--- src/rtl/pkt_drop_buffer_pkg.sv ---
// Shared constants and helpers for the SpiNNaker packet drop buffer.
// Packet layout, reg bank indices and saturating counter update.
package pkt_drop_buffer_pkg;

    localparam int PKT_BITS      = 72;
    localparam int PARITY_IDX    = 0;
    localparam int HDR_LSB       = 0;
    localparam int KEY_LSB       = 8;
    localparam int PAYLOAD_LSB   = 40;
    localparam int BUF_LOG_DEF   = 3;
    localparam int WAIT_BITS_DEF = 16;
    localparam int CNT_BITS      = 32;

    typedef enum logic [1:0] {
        REG_DROP_WAIT = 2'd0,
        REG_CNT_SENT  = 2'd1,
        REG_CNT_DROP  = 2'd2,
        REG_CNT_PERR  = 2'd3
    } reg_idx_e;

    // Clear beats increment; increment saturates at all-ones.
    function automatic logic [CNT_BITS-1:0] cnt_upd(
        input logic [CNT_BITS-1:0] q,
        input logic                inc,
        input logic                clr
    );
        logic [CNT_BITS-1:0] r;
        r = q;
        if (clr) begin
            r = '0;
        end else if (inc && (q != '1)) begin
            r = q + CNT_BITS'(1);
        end
        return r;
    endfunction

endpackage

--- src/rtl/pkt_drop_buffer_fifo.sv ---
// Synchronous FIFO holding packets behind the output register.
// Pointers wrap modulo the depth; a separate count tracks occupancy.
module pkt_fifo
    import pkt_drop_buffer_pkg::*;
#(
    parameter int WIDTH = PKT_BITS,
    parameter int LOG   = BUF_LOG_DEF
) (
    input  logic             clk,
    input  logic             reset,
    input  logic             wr_en_i,
    input  logic [WIDTH-1:0] wr_data_i,
    input  logic             rd_en_i,
    output logic [WIDTH-1:0] head_o,
    output logic             full_o,
    output logic             empty_o,
    output logic [LOG:0]     count_o
);

    localparam int DEPTH = 2 ** LOG;

    logic [WIDTH-1:0] mem_q [DEPTH];
    logic [LOG-1:0]   wr_ptr_q;
    logic [LOG-1:0]   rd_ptr_q;
    logic [LOG:0]     count_q;
    logic [LOG:0]     count_d;

    always_comb begin
        count_d = count_q;
        unique case ({wr_en_i, rd_en_i})
            2'b10:   count_d = count_q + (LOG+1)'(1);
            2'b01:   count_d = count_q - (LOG+1)'(1);
            default: count_d = count_q;
        endcase
    end

    always_ff @(posedge clk or posedge reset) begin
        if (reset) begin
            wr_ptr_q <= '0;
            rd_ptr_q <= '0;
            count_q  <= '0;
        end else begin
            if (wr_en_i) begin
                wr_ptr_q <= wr_ptr_q + LOG'(1);
            end
            if (rd_en_i) begin
                rd_ptr_q <= rd_ptr_q + LOG'(1);
            end
            count_q <= count_d;
        end
    end

    always_ff @(posedge clk) begin
        if (wr_en_i) begin
            mem_q[wr_ptr_q] <= wr_data_i;
        end
    end

    assign head_o  = mem_q[rd_ptr_q];
    assign empty_o = (count_q == '0);
    assign full_o  = (count_q == (LOG+1)'(DEPTH));
    assign count_o = count_q;

endmodule

--- src/rtl/pkt_drop_buffer.sv ---
// Output buffer ahead of the HSSL mux: parity filter, FIFO, output
// register, stall-timeout head drop and saturating statistics counters.
module pkt_drop_buffer
    import pkt_drop_buffer_pkg::*;
#(
    parameter int PACKET_BITS = PKT_BITS,
    parameter int BUF_LOG     = BUF_LOG_DEF,
    parameter int WAIT_BITS   = WAIT_BITS_DEF
) (
    input  logic                   clk,
    input  logic                   reset,
    input  logic [WAIT_BITS-1:0]   drop_wait_in,
    input  logic                   cnt_clr_in,
    input  logic [PACKET_BITS-1:0] pkt_data_in,
    input  logic                   pkt_vld_in,
    output logic                   pkt_rdy_out,
    output logic [PACKET_BITS-1:0] pkt_data_out,
    output logic                   pkt_vld_out,
    input  logic                   pkt_rdy_in,
    output logic [CNT_BITS-1:0]    cnt_sent_out,
    output logic [CNT_BITS-1:0]    cnt_drop_out,
    output logic [CNT_BITS-1:0]    cnt_perr_out
);

    localparam logic [BUF_LOG:0] DEPTH = (BUF_LOG+1)'(2 ** BUF_LOG);

    logic                   rdy_q,  rdy_d;
    logic                   vld_q,  vld_d;
    logic [PACKET_BITS-1:0] data_q, data_d;
    logic                   load;
    logic [WAIT_BITS-1:0]   stall_q, stall_d;
    logic [CNT_BITS-1:0]    sent_q, sent_d;
    logic [CNT_BITS-1:0]    drop_q, drop_d;
    logic [CNT_BITS-1:0]    perr_q, perr_d;

    logic                   good;
    logic                   accept;
    logic                   xfer;
    logic                   stalled;
    logic                   drop;
    logic                   out_free;
    logic                   bypass;
    logic [WAIT_BITS:0]     stall_p1;

    logic                   fifo_wr;
    logic                   fifo_rd;
    logic [PACKET_BITS-1:0] fifo_head;
    logic                   fifo_full;
    logic                   fifo_empty;
    logic [BUF_LOG:0]       fifo_cnt;
    logic [BUF_LOG:0]       fifo_cnt_d;

    pkt_fifo #(
        .WIDTH (PACKET_BITS),
        .LOG   (BUF_LOG)
    ) u_fifo (
        .clk       (clk),
        .reset     (reset),
        .wr_en_i   (fifo_wr),
        .wr_data_i (pkt_data_in),
        .rd_en_i   (fifo_rd),
        .head_o    (fifo_head),
        .full_o    (fifo_full),
        .empty_o   (fifo_empty),
        .count_o   (fifo_cnt)
    );

    always_comb begin
        good     = ^pkt_data_in;
        accept   = pkt_vld_in && rdy_q;
        xfer     = vld_q && pkt_rdy_in;
        stalled  = vld_q && !pkt_rdy_in;
        stall_p1 = {1'b0, stall_q} + (WAIT_BITS+1)'(1);
        drop     = stalled && (drop_wait_in != '0)
                   && (stall_p1 >= {1'b0, drop_wait_in});
        out_free = !vld_q || xfer || drop;
        // The FIFO head always has priority over a bypassing input.
        fifo_rd  = out_free && !fifo_empty;
        bypass   = accept && good && out_free && fifo_empty;
        fifo_wr  = accept && good && !bypass && !fifo_full;
    end

    always_comb begin
        vld_d  = vld_q;
        data_d = data_q;
        load   = 1'b0;
        if (fifo_rd) begin
            vld_d  = 1'b1;
            data_d = fifo_head;
            load   = 1'b1;
        end else if (bypass) begin
            vld_d  = 1'b1;
            data_d = pkt_data_in;
            load   = 1'b1;
        end else if (out_free) begin
            vld_d  = 1'b0;
        end
    end

    always_comb begin
        stall_d = stall_q;
        if (!vld_q || xfer || drop) begin
            stall_d = '0;
        end else if (stall_q != '1) begin
            stall_d = stall_q + WAIT_BITS'(1);
        end
    end

    always_comb begin
        fifo_cnt_d = fifo_cnt
                     + (BUF_LOG+1)'(fifo_wr)
                     - (BUF_LOG+1)'(fifo_rd);
        rdy_d      = (fifo_cnt_d != DEPTH);
    end

    always_comb begin
        sent_d = cnt_upd(sent_q, xfer, cnt_clr_in);
        drop_d = cnt_upd(drop_q, drop, cnt_clr_in);
        perr_d = cnt_upd(perr_q, accept && !good, cnt_clr_in);
    end

    always_ff @(posedge clk or posedge reset) begin
        if (reset) begin
            rdy_q   <= 1'b0;
            vld_q   <= 1'b0;
            stall_q <= '0;
            sent_q  <= '0;
            drop_q  <= '0;
            perr_q  <= '0;
        end else begin
            rdy_q   <= rdy_d;
            vld_q   <= vld_d;
            stall_q <= stall_d;
            sent_q  <= sent_d;
            drop_q  <= drop_d;
            perr_q  <= perr_d;
        end
    end

    always_ff @(posedge clk) begin
        if (load) begin
            data_q <= data_d;
        end
    end

    assign pkt_rdy_out  = rdy_q;
    assign pkt_vld_out  = vld_q;
    assign pkt_data_out = data_q;
    assign cnt_sent_out = sent_q;
    assign cnt_drop_out = drop_q;
    assign cnt_perr_out = perr_q;

endmodule
--- config.mk ---
export PLATFORM = sky130hd
export DESIGN_NAME = pkt_drop_buffer
export DESIGN_NICKNAME = d
export VERILOG_FILES = /design/src/rtl/pkt_drop_buffer_pkg.sv /design/src/rtl/pkt_drop_buffer_fifo.sv /design/src/rtl/pkt_drop_buffer.sv
export SDC_FILE = /design/constraint.sdc
export NUM_CORES = 1
export LEC_CHECK = 0
export BUFFER_PORTS_ARGS = -buffer_cell sky130_fd_sc_hd__buf_4
export CAP_MARGIN = 25
export CORE_MARGIN = 4
export CORE_UTILIZATION = 56
export CTS_BUF_LIST = sky130_fd_sc_hd__clkbuf_8
export CTS_CLUSTER_SIZE = 16
export DETAILED_ROUTE_END_ITERATION = 10
export GPL_ROUTABILITY_DRIVEN = 1
export GPL_TIMING_DRIVEN = 1
export PLACE_DENSITY = 0.78
export SYNTH_ARGS = -nofsm -noshare
export SYNTH_HDL_FRONTEND = slang
export SYNTH_SLANG_ARGS = --single-unit
--- constraint.sdc ---
create_clock -name clk -period 10 [get_ports clk]
set_input_delay 2 -clock clk [delete_from_list [all_inputs] [get_ports clk]]
set_output_delay 2 -clock clk [all_outputs]
set_load 0.005 [all_outputs]
======== After elaboration in Yosys (flattened, before gate mapping) ========
Memory sizes are Yosys's and may differ from the RTL's.
Cells that the tools add are included.
word-level totals
  register bits ........................... 196
  RAM bits ................................ 576
  input bits .............................. 93
  output and inout bits ................... 170
  logic and storage cells ................. 83
  memories kept ........................... 1
operators by class
  $add $sub $neg .......................... 11
  $lt $le $gt $ge ......................... 1
  equality and inequality tests ........... 8
  multiplexer cells ....................... 18
  reduce and logical (&&, ||, !) cells .... 34
memories
  memory        depth  bits a word  rd ports  clocked after Yosys merged registers in  write ports  RTL line                    source
  u_fifo.mem_q  8      72           1         0                                        1            pkt_drop_buffer_fifo.sv:22  logic [WIDTH-1:0] mem_q [DEPTH];
operators with widths
  cell                     number
  $mux W32                 6
  $mux W72                 2
  $add A32 B1 Y32 const B  3
  $ne A32 B32 Y1 const B   3
  $reduce_xor A72 Y1       1
  $mux W16                 2
  $add A16 B1 Y17 const B  1
  $ge A17 B16 Y1           1
  $add A16 B1 Y16 const B  1
  $ne A16 B16 Y1 const B   1
  $reduce_bool A16 Y1      1
  $logic_and A1 B1 Y1      15
  $reduce_bool A2 Y1       6
  $pmux W4 S2              1
  $mux W1                  7
  $add A3 B1 Y3 const B    2
  $logic_not A1 Y1         6
  $add A4 B1 Y4            1
  $add A4 B1 Y4 const B    1
  $eq A4 B4 Y1 const B     1
  $logic_not A4 Y1         1
  $ne A4 B4 Y1 const B     1
  $sub A4 B1 Y4            1
  $sub A4 B1 Y4 const B    1
  other kinds (5)          6

======== Logic depth before layout (Yosys ltp) ========
  depth after elaboration ................. 13
  gate-level depth with buffers ........... 26
  depth with buffers taken out ............ 22

======== By module ========
From an unflattened synthesis, not the netlist that was laid out.
unflattened totals
  cell total of the unflattened synthesis .. 1820
  area total of the unflattened synthesis .. 32576.2 µm²
modules (own cells, without submodules)
  module           instances  cells each  area an instance (µm²)  seq. area each (µm²)
  pkt_fifo         1          893         22396.5                 17546.8
  pkt_drop_buffer  1          927         10179.8                 5014.8

======== Worst setup path before layout ========
OpenSTA, ideal clock, no wires.
  path type ............................... input -> register
  from .................................... input drop_wait_in[6]
  to ...................................... memory u_fifo.mem_q[4][0] (netlist bit), enable pin
  setup time .............................. 0.705 ns
  data arrival time ....................... 11.137 ns
  data required time ...................... 9.295 ns
  slack ................................... -1.842 ns
  stages on the path ...................... 10
  path buffers ............................ 0
  cell sequence ........................... inv_1 -> ha_1 -> a21o_1 -> a21o_1 -> a211oi_1 -> nor3_1 -> o31ai_1 -> o32a_1 -> nand2_1 -> nor4b_1
on the way
  word-level cells in the longest chain between the ends .. 11
  elaborated cells between the ends (all ways) .. 12
  classes of those cells .................. order compare: 1; mux: 2; reduce/logical: 9
RTL lines
  element                                                                 RTL line                    source
  start: declaration                                                      pkt_drop_buffer.sv:12       input logic [WAIT_BITS-1:0] drop_wait_in,
  parallel branches: the longest is 2 deep, another holds $ge A17 B16 Y1  --
  $logic_and A1 B1 Y1 (*)                                                 pkt_drop_buffer.sv:75       && (stall_p1 >= {1'b0, drop_wait_in});
  $logic_or A1 B1 Y1 (*)                                                  pkt_drop_buffer.sv:76       out_free = !vld_q || xfer || drop;
  $logic_and A1 B1 Y1 (*) (2 in a row)                                    pkt_drop_buffer.sv:79       bypass = accept && good && out_free && fifo_empty;
  $logic_not A1 Y1 (*)                                                    pkt_drop_buffer.sv:80       fifo_wr = accept && good && !bypass && !fifo_full;
  $logic_and A1 B1 Y1 (*) (2 in a row)                                    pkt_drop_buffer.sv:80
  $mux W1 (*)                                                             pkt_drop_buffer_fifo.sv:54  if (wr_en_i) begin
  $mux W1 (not written as such) (*)                                       pkt_drop_buffer_fifo.sv:55  mem_q[wr_ptr_q] <= wr_data_i;
  end: declaration                                                        pkt_drop_buffer_fifo.sv:22
Mark *: on every way between the ends.

======== Worst setup path in the final report ========
  from .................................... input pkt_data_in[4]
  to ...................................... memory u_fifo.mem_q[5][56] (netlist bit), enable pin
on the way
  word-level cells in the longest chain between the ends .. 9
RTL lines
  element                               RTL line                                      source
  start: declaration                    pkt_drop_buffer.sv:14                         input logic [PACKET_BITS-1:0] pkt_data_in,
  $reduce_xor A72 Y1 (*)                pkt_drop_buffer.sv:69                         good = ^pkt_data_in;
  $logic_and A1 B1 Y1 (*)               pkt_drop_buffer.sv:79, pkt_drop_buffer.sv:80
  $logic_and A1 B1 Y1 (2 in a row)      pkt_drop_buffer.sv:79
  $logic_not A1 Y1                      pkt_drop_buffer.sv:80
  $logic_and A1 B1 Y1 (*) (2 in a row)  pkt_drop_buffer.sv:80
  net fifo_wr                           pkt_drop_buffer.sv:45                         logic fifo_wr;
  $mux W1 (*)                           pkt_drop_buffer_fifo.sv:54
  $mux W1 (not written as such) (*)     pkt_drop_buffer_fifo.sv:55
Mark *: on every way through the listed nets, which the timed path passes. The rest lies on a longest branch.

==> results_dict.tcl <==
set metrics [dict create \
    run_status "complete, no violations" \
    synthArstFlopShare_pct 16.1 \
    htree_num_levels 3 \
    drt-initial-drc-count 1859 \
    clkPwrFrac_pct 26.4 \
    crit_slowest_cell "buf_4" \
    slowest_delay_ns 0.74 \
    utilization_pct 65.9 \
    drive_gt1_share_pct 26.5 \
    cp.required_ns 10.32 \
    drt_pass1_iterations 5 \
    slew_headroom_pct 33.7 \
    clk_pin_slew_ns 0.06 \
    wl_per_cell_um 23.1 \
    synth_top_cell_area_share_pct 61.1 \
    max-vdd-ir-drop_mv 0.170 \
    leakagePower_nw 13.6 \
    ioPinCount 263 \
    cts_tree "built" \
    place.gp.congestion 0.823 \
    synth_ff_type "edfxtp_1" \
    fmax_ghz 0.168 \
    syn-instance-count 1889 \
    via_count 17997 \
    die_w_um 247 \
    drv_slew 0 \
    post-route-min-period_ns 5.96 \
    yosysWarnings 0 \
    die_h_um 247 \
    cp_max_fo 45 \
    cts_max_path_buffers 3 \
    avgSynthCellArea_um2 16.9 \
    grt_max_degree 108 \
    place_area_um2 34700 \
    ys_top_cells_by_count "648 x edfxtp_1, 159 x nor2_1, 144 x mux4_2" \
    antenna_found_initial 7 \
    ant_nets 0 \
    hold_buffers 0 \
    cp.arrival_ns 6.28 \
    cts.sinks 772 \
    insertion_delay_ns 0.73 \
    switchingPower_w 0.00300 \
    drc 0 \
    post_cts_buffers 0 \
    skew_ns 0.0421 \
    synth_top_area_cell "edfxtp_1" \
    critPathLaunchType "input port" \
    rows 87 \
    ctsResizeCount 0 \
    finalSetupViolations 0 \
    floorplan.initialDensity_pct 56.5 \
    internal-power_w 0.00691 \
    path_common_cell "xnor2_1" \
    area_delta_synth_final_pct 16.7 \
    synthTopCellsByArea "edfxtp_1 61%, mux4_2 10%, dfrtp_1 9.7%" \
    dp.cells 2850 \
    synth_area_um2 31900 \
    fin_setup_tns_ns 0 \
    worstMarginPinSlew_ns 0.994 \
    post-route-cell-area_um2 37200 \
    grt_usage_pct 23.4 \
    dp_hpwl_mm 40.9 \
    crit_type "input port to register" \
    core_area_um2 56400 \
    port_buffers 262 \
    cp_cell_sequence "buf_4 > xnor2_1 > xnor2_1 > xnor2_1 > xnor2_1 > xnor2_2 > xor3_4 > nor2_1 > nand2_1 > inv_1 > nand2_1 > nor3b_2 > buf_4 > buf_4" \
    synth_seq_area_share_pct 70.8 \
    yosysMostFrequentCell "edfxtp_1" \
    grt-ovfl-total 0 \
    synth-seq-cells 772 \
    grt_pass1_wl_mm 109 \
    cts-root-buf "clkbuf_8" \
    yosysUniqueCellTypes 49 \
    finalNonFillerCells 3073 \
    power_w 0.00991 \
    rsz0062_at_grt "no" \
    hold_violations 0 \
    seq_power_share_pct 45.9 \
    vias_per_cell 5.86 \
    drv_cap 0 \
    cts_buffers 119 \
    final_nets 2341 \
    period_share_pct 59.6 \
    synth_nets 2014 \
    drt-total-wl_mm 71.0 \
    synth-edff-count 648 \
    end_kind "register" \
    cellPowerDensity_nw_per_um2 267 \
    hold_path.class "register to register" \
    swShare_pct 30.3 \
    grt_pass1_vias 18477 \
    die_area_um2 60800 \
    combPwrFrac_pct 27.7 \
]
==> flip-flops by register name (all words and copies together), names as in the netlist <==
register,cells
u_fifo.rd_ptr_q,3
cnt_perr_out,32
u_fifo.wr_ptr_q,3
pkt_rdy_out,1
cnt_sent_out,32
pkt_data_out,72
pkt_vld_out,1
u_fifo.count_o,4
u_fifo.mem_q,576
stall_q,16
cnt_drop_out,32
==> worst paths after layout <==
kind,end,depth (start not counted),startpoint,slack [ns]
max reg2reg,pkt_rdy_out,22,stall_q[0],4.25
max in group asynchronous,cnt_drop_out[10],3,reset,7.21
min reg2reg,cnt_drop_out[8],2,cnt_drop_out[8],0.57
min,cnt_drop_out[8],2,cnt_drop_out[8],0.57
min in group asynchronous,cnt_drop_out[8],2,reset,1.46
max,u_fifo.mem_q[5][56],14,pkt_data_in[4],4.04
==> layout make-up <==
| type | instances | area [um^2] |
|---|---|---|
| tap | 756 | 946 |
| fill | 3809 | 19200 |
| inverter | 47 | 179 |
| antenna | 5 | 12.5 |
| clock buffer | 128 | 1760 |
| sequential | 772 | 22600 |
| timing repair buffer | 288 | 2190 |
| clock inverter | 89 | 631 |
| multi-input combinational | 988 | 8860 |
==> cell families after synthesis <==
kind of cell / share of synthesized area (%)
XOR/XNOR: 4.58
AO/OA/AOI/OAI: 2.91
multiplexers: 12.7
flip-flops: 70.8
AND/OR/NAND/NOR: 6.20
adder cells (fa/ha/maj): 1.28
buffers and inverters: 1.53
==> critical path: cells and delay by family <==
kind          cells  cell delay (ns)
xor+xnor          6             1.80
buf+inv           4             1.56
simple gates      4             0.86
==> routing by layer <==
layer / vias up / GRT usage (%) / share of wire (%) / wire length, um
li1: 7989 / - / - / -
met4: 4 / 7.19 / 2.1 / 1480
met5: - / 0 / 0.038 / 27
met3: 99 / 5.00 / 7.4 / 5290
met2: 678 / 38.4 / 50 / 35500
met1: 9227 / 32.1 / 40 / 28700
==> placed cells by master, fill, tap and decap left out, types with 6 or more instances in the layout <==
| cell | synthesis | final |
|---|---|---|
| and3_1 | 27 | 27 |
| mux2i_1 | 76 | 76 |
| or4_1 | 14 | 14 |
| inv_1 | 47 | 79 |
| dfrtp_1 | 124 | 121 |
| bufinv_16 | 0 | 9 |
| ha_1 | 31 | 31 |
| mux4_2 | 144 | 144 |
| o21ai_0 | 16 | 16 |
| or3_1 | 9 | 9 |
| xor2_1 | 67 | 67 |
| nor4_1 | 17 | 16 |
| nor3_1 | 8 | 6 |
| nand4_1 | 29 | 29 |
| nand3_1 | 43 | 43 |
| nor2_1 | 159 | 158 |
| and4_1 | 11 | 11 |
| o31ai_1 | 15 | 15 |
| a21oi_1 | 125 | 125 |
| buf_4 | 0 | 286 |
| edfxtp_1 | 648 | 648 |
| xnor2_1 | 92 | 92 |
| clkbuf_8 | 0 | 128 |
| clkinv_2 | 0 | 14 |
| clkinv_1 | 0 | 27 |
| nand2_1 | 60 | 60 |
| and2_1 | 10 | 9 |
==> power groups by stage <==
stage               clock network [W]  logic [W]  registers [W]
detailed placement                  0    0.00277        0.00461
global route                  0.00283    0.00297        0.00459
floorplan                           0    0.00196        0.00450
finish                        0.00262    0.00275        0.00454
CTS                           0.00268    0.00279        0.00455
global placement                    0    0.00270        0.00457
==> stage by stage <==
step | hold slack, ns | setup WS (ns)
2_1_floorplan | 0.536 | -1.84
3_3_place_gp | 0.540 | 3.38
3_5_place_dp | 0.552 | 3.28
4_1_cts | 0.570 | 4.00
5_1_grt | 0.588 | 3.68
6_report | 0.569 | 4.04
No activity file was read; power rests on OpenSTA's default activity.
